==> src/rtl/hazard_sequencer.sv <==
// Pipeline sequencing controller for the 5-stage MIPS core: hazard stalls,
// control-transfer flushes and data-memory wait freezes with a timeout watchdog.
module hazard_sequencer #(
  parameter int TIMEOUT = 16,
  parameter int CNT_W   = 8
) (
  input  logic             clk,
  input  logic             rst,
  input  logic [4:0]       id_rs,
  input  logic [4:0]       id_rt,
  input  logic             id_branch,
  input  logic             id_jump,
  input  logic             branch_taken,
  input  logic             idex_memRead,
  input  logic             idex_regWrite,
  input  logic [4:0]       idex_wreg,
  input  logic             exmem_memRead,
  input  logic             exmem_memWrite,
  input  logic             dmem_ack,
  output logic             dmem_req,
  output logic             pc_write,
  output logic             ifid_write,
  output logic             ifid_flush,
  output logic             idex_bubble,
  output logic             pipe_hold,
  output logic             memwb_bubble,
  output logic             fault,
  output logic [CNT_W-1:0] stall_cycles
);

  typedef enum logic [1:0] {RUN, MEM_WAIT, FAULT} state_t;

  localparam logic [CNT_W-1:0] LAST_WAIT = CNT_W'(TIMEOUT - 1);

  state_t           state;
  logic [CNT_W-1:0] wait_cnt;
  logic [CNT_W-1:0] stall_cnt;

  logic mem_access;
  logic in_fault;
  logic unacked;
  logic src_match;
  logic load_use;
  logic branch_use;
  logic hazard;
  logic ctrl_xfer;

  assign mem_access = exmem_memRead | exmem_memWrite;
  assign in_fault   = (state == FAULT);
  assign unacked    = mem_access & ~dmem_ack & ~in_fault;

  // Writes to $zero never create a real dependency.
  assign src_match  = (idex_wreg != 5'd0) & ((idex_wreg == id_rs) | (idex_wreg == id_rt));
  assign load_use   = idex_memRead & src_match;
  assign branch_use = id_branch & idex_regWrite & src_match;
  assign hazard     = load_use | branch_use;
  assign ctrl_xfer  = id_jump | (id_branch & branch_taken);

  always_comb begin
    dmem_req     = 1'b0;
    pc_write     = 1'b1;
    ifid_write   = 1'b1;
    ifid_flush   = 1'b0;
    idex_bubble  = 1'b0;
    pipe_hold    = 1'b0;
    memwb_bubble = 1'b0;
    fault        = 1'b0;
    stall_cycles = '0;
    if (!rst) begin
      stall_cycles = stall_cnt;
      if (in_fault) begin
        fault        = 1'b1;
        pc_write     = 1'b0;
        ifid_write   = 1'b0;
        pipe_hold    = 1'b1;
        memwb_bubble = 1'b1;
      end else begin
        dmem_req = mem_access;
        if (unacked) begin
          pc_write     = 1'b0;
          ifid_write   = 1'b0;
          pipe_hold    = 1'b1;
          memwb_bubble = 1'b1;
        end else if (hazard) begin
          pc_write    = 1'b0;
          ifid_write  = 1'b0;
          idex_bubble = 1'b1;
        end else if (ctrl_xfer) begin
          ifid_flush = 1'b1;
        end
      end
    end
  end

  // wait_cnt counts consecutive unacknowledged request cycles; reaching
  // TIMEOUT of them traps the controller in FAULT until reset.
  always_ff @(posedge clk) begin
    if (rst) begin
      state     <= RUN;
      wait_cnt  <= '0;
      stall_cnt <= '0;
    end else begin
      if (!pc_write && stall_cnt != {CNT_W{1'b1}})
        stall_cnt <= stall_cnt + 1'b1;
      case (state)
        RUN, MEM_WAIT: begin
          if (unacked) begin
            wait_cnt <= wait_cnt + 1'b1;
            state    <= (wait_cnt == LAST_WAIT) ? FAULT : MEM_WAIT;
          end else begin
            wait_cnt <= '0;
            state    <= RUN;
          end
        end
        FAULT:   state <= FAULT;
        default: state <= RUN;
      endcase
    end
  end

endmodule

==> config.mk <==
export PLATFORM = sky130hd
export DESIGN_NAME = hazard_sequencer
export DESIGN_NICKNAME = d
export VERILOG_FILES = /design/src/rtl/hazard_sequencer.sv
export SDC_FILE = /design/constraint.sdc
export NUM_CORES = 1
export LEC_CHECK = 0
export ABC_CLOCK_PERIOD_IN_PS = 3800
export CELL_PAD_IN_SITES_DETAIL_PLACEMENT = 0
export CELL_PAD_IN_SITES_GLOBAL_PLACEMENT = 1
export CORE_ASPECT_RATIO = 0.6
export CORE_MARGIN = 4
export CORE_UTILIZATION = 34
export DETAILED_ROUTE_END_ITERATION = 16
export GPL_ROUTABILITY_DRIVEN = 0
export PLACE_DENSITY = 0.9
export REMOVE_ABC_BUFFERS = 1
export SETUP_SLACK_MARGIN = 0.15
export SYNTH_ARGS = -nofsm -noshare
export SYNTH_HDL_FRONTEND = slang
export SYNTH_SLANG_ARGS = --single-unit
==> constraint.sdc <==
create_clock -name clk -period 3.8 [get_ports clk]
set_clock_uncertainty 0.15 [all_clocks]
set_input_delay 0.38 -clock clk [delete_from_list [all_inputs] [get_ports clk]]
set_output_delay 0.38 -clock clk [all_outputs]
set_load 0.05 [all_outputs]
Yosys cells after proc, flatten, opt, wreduce, memory -nomap -nowiden
Cells that the tools add are included.

storage, ports and cells
  flip-flop bits (word level) = 18
  input bits = 25
  output and inout port bits = 16
  logic and storage cells = 54

cells by class
  $add $sub $neg = 2
  equal/unequal tests = 6
  mux-type cells = 25
  bitwise operators = 13
  reductions and logical operators = 5

operator list
  operator                                                          number
  1-bit 2-to-1 mux                                                  20
  8-bit by 1-bit adder with 8-bit output (second input constant)    2
  8-bit 2-to-1 mux                                                  2
  5-bit == test                                                     2
  8-bit by 4-bit == test with 1-bit output (second input constant)  1
  8-bit inequality test (second input constant)                     1
  1-bit AND                                                         7
  5-bit nonzero test                                                1
  2-bit 2-to-1 mux                                                  2
  1-bit OR                                                          4
  2-bit case mux with 2 select lines                                1
  2-bit by 1-bit == test with 1-bit output (second input constant)  1
  2-bit == test (second input constant)                             1
  2-bit zero test                                                   1
  1-bit inverter                                                    2
  2-bit OR reduction                                                1
  1-bit logical AND                                                 1
  1-bit zero test                                                   1

Logic depth before layout (Yosys ltp)
  depth in word-level cells = 11
  mapped depth = 6
  gate-level depth less buffers = 6

Worst setup path before layout
No wires, ideal clock.

  path kind = input to output
  start point = input idex_wreg[3]
  end point = output idex_bubble
  data arrival time = 2.473 ns
  required time = 3.270 ns
  slack = 0.797 ns
  cell stages on the path = 5
  buffers on the path = 0
  cell sequence = xor2_1 nor3_2 a22oi_2 nand2b_1 nor4_1

on the way
  cells in the longest elaborated chain, start to end = 9
  elaborated cells on any way between the ends = 12
  classes of those cells = 2 x eq/ne; 4 x mux; 5 x bitwise; 1 x reduce/logical

RTL lines
  item                          line    RTL
  from (decl)                   16      input logic [4:0] idex_wreg,
  5-bit == test                 53      assign src_match = (idex_wreg != 5'd0) & ((idex_wreg == id_rs) | (idex_wreg == id_rt));
  1-bit OR                      53
  1-bit AND *                   53
  1-bit AND (on tied branches)  54, 55
  1-bit OR *                    56      assign hazard = load_use | branch_use;
  1-bit 2-to-1 mux *            84      end else if (hazard) begin
  1-bit 2-to-1 mux *            79      if (unacked) begin
  1-bit 2-to-1 mux *            71      if (in_fault) begin
  1-bit 2-to-1 mux *            69      if (!rst) begin
  to (decl)                     24      output logic idex_bubble,

Every way passes the cells marked *; elsewhere a longest branch is shown, timed or not.

Worst setup path after layout
  start point = input idex_wreg[2]
  end point = output idex_bubble

The elaborated chain is that of the path after synthesis.

==> results.ini <==
[status]
status=completed

[sta]
slew_headroom=0.6510
final_max_slew_viol_count=0
setup_slack_ns=0.6148
fin_crit_sh=0.8382
period_minus_slack_ns=3.185
tns_ns=0
worstMarginPinSlew_ns=0.5219
final-setup-viol-count=0
hold_slack_ns=0.3827
max_freq_mhz=314.0
hold_viol=0
rsz0062_at_grt=no

[cts]
clk_latency_ns=0.25
cts.sinks=18
cts_hold_buf=0
cts_made_buffers=3
clk_pin_slew_ns=0.07
cts_tree=done
clock-root-buffer=clkbuf_8
h-tree-depth=1
cts_setup_buffers=0
cts_resized=0
clock_path_buffers=2

[setup_path]
crit_fanout=3
crit_top_cell=clkdlybuf4s50_1
path_cells=clkdlybuf4s50_1 -> xor2_1 -> nor3_2 -> a22oi_2 -> nand2b_1 -> nor4_1 -> clkdlybuf4s50_1
required_ns=3.27
endpoint_kind=primary output
cp_data_arrival_time_ns=2.66
cpMaxStageDelayCell=clkdlybuf4s50_1
critPathKind=input pin to primary output
max_stage_delay_ns=0.85
cp-start-kind=input pin

[route]
wl_mm=2.830
drt_drc_violations_left=0
vias_per_cell=4.911
drt_iter0_drc=30
ant_nets=0
wire_per_inst_um=13.22
dr.pass1.iters=4
vias=1051

[worst_hold_path]
hp-class=register to register

[synth]
netlist_instances=132
synth.distinct_cells=38
synth_seq_cells=18
yosysSeqAreaShare=0.3229
syn_area_per_cell_sq_um=8.455
syn_area_sq_um=1116
synth_ff_type=dfxtp_1
yosysWarnings=0
synthArstFlopShare=0
synth_edf_count=0

[cells_and_area]
syn_to_final_growth_pct=42.94
multi_input_area_sq_um=700.7
fillCellCount=285
nets=200
drive_gt1_frac=0.09884
fin_cells=214
utilization=0.5313
seq_area_sq_um=360.3
diodes=0
final_cell_area_sq_um=1595

[floorplanning]
rows=15
fp.dieArea_sq_um=4293
start_util=0.3717
dieWidth_um=81.97
die_h_um=52.38
core_sq_um=3003
design.portCount=41

[pwr]
leakage_nw=0.5988
ir_worst_vdd_uv=239.3
powerDensity_nw_per_um2=285.3
power.total_mw=0.4552

[grt]
antenna_found_initial=0
grt_pass1_vias=1044
grt_usage=0.1484
grt_pass1_wl_mm=4.747
grt-ovfl-total=0
grt_max_degree=15

[run]
maxCapViolCount=0

[placed_design]
placed_area_sq_um=1540
dp_worst_setup_slack_ns=0.6253
dp_hpwl_mm=2.377
place_inst=210
io_buffer_count=40

## synth_stat cells (2+ instances only)
cell type  count  share of area
a21o_1         2          0.013
a21oi_1        7          0.031
and3_1         3          0.017
buf_4          2          0.013
clkbuf_1       2         0.0067
dfxtp_1       18           0.32
ha_1           2          0.022
inv_1          5          0.017
mux2_1         5          0.050
mux2_2         2          0.020
nand2_1        5          0.017
nand3_1        3          0.013
nand4_1        3          0.017
nor2_1        23          0.077
nor2_2         2          0.011
nor2b_1        7          0.039
nor3_1         4          0.018
nor3_2         2          0.018
nor4_1         3          0.017
xnor2_1        4          0.031
xor2_1        11          0.086
## final cells by class
class / count / share of cell area
flip-flops and latches: 18 / 0.2259
inverters: 5 / 0.01176
well taps: 42 / 0.03294
multi-input cells: 104 / 0.4392
repair buffers: 41 / 0.2557
clock buffers: 4 / 0.03451
## cells in the final DEF (no fill, tap or decap), types with 2 or more instances in the layout
cell type,netlist,layout
a21oi_1,7,7
xnor2_1,4,4
nor2b_1,7,7
nor3_2,2,2
nand2_1,5,5
nand3_1,3,3
nor2_1,23,23
nor4_1,3,3
ha_1,2,2
mux2_2,2,2
xor2_1,11,11
clkbuf_8,1,4
mux2_1,5,5
and3_1,3,3
dfxtp_1,18,18
nand4_1,3,3
nor2_2,2,2
inv_1,5,5
nor3_1,4,4
a21o_1,2,2
clkdlybuf4s50_1,0,40
## per-layer routing
metal / track usage / up-vias / wire length [um]
met5: 0 / - / 0
met4: 0.03315 / 0 / 16
met3: 0.04983 / 5 / 129
met2: 0.2265 / 20 / 1227
met1: 0.2010 / 487 / 1456
li1: - / 539 / -
## kinds of logic after synthesis
| logic type | share of synthesized area |
|---|---|
| AOI/OAI and AO/OA | 0.1345 |
| DFF | 0.3229 |
| adders and majority gates | 0.02242 |
| buffers and inverters | 0.04932 |
| and+or+nand+nor | 0.2825 |
| xor gates and xnor gates | 0.1177 |
| muxes | 0.07062 |
## final timing paths
kind / from / end / slack (ns) / depth (start not counted)
min: wait_cnt[6]$_SDFFE_PP0N_ / wait_cnt[6]$_SDFFE_PP0N_ / 0.38 / 2
max reg2reg: state[1]$_SDFF_PP0_ / stall_cnt[4]$_SDFFE_PP0P_ / 1.66 / 5
max: idex_wreg[2] / idex_bubble / 0.61 / 7
min reg2reg: wait_cnt[6]$_SDFFE_PP0N_ / wait_cnt[6]$_SDFFE_PP0N_ / 0.38 / 2
## power by group
group          total (mW)  internal (mW)  switching, mW
sequential          0.196          0.193        0.00288
clock               0.154         0.0920         0.0619
combinational       0.106         0.0495         0.0562
total               0.455          0.334          0.121
## worst max-delay path: cells and delay by family
family | cells | cell delay [ns]
xor+xnor | 1 | 0.21
buf+inv | 2 | 1.32
compound gates | 1 | 0.12
simple gates | 3 | 0.62
## state kept, by name, summed over array words and instances (netlist names)
signal and cells:
state 2, stall_cnt 8, wait_cnt 8
No activity file was read; power rests on OpenSTA's default activity.
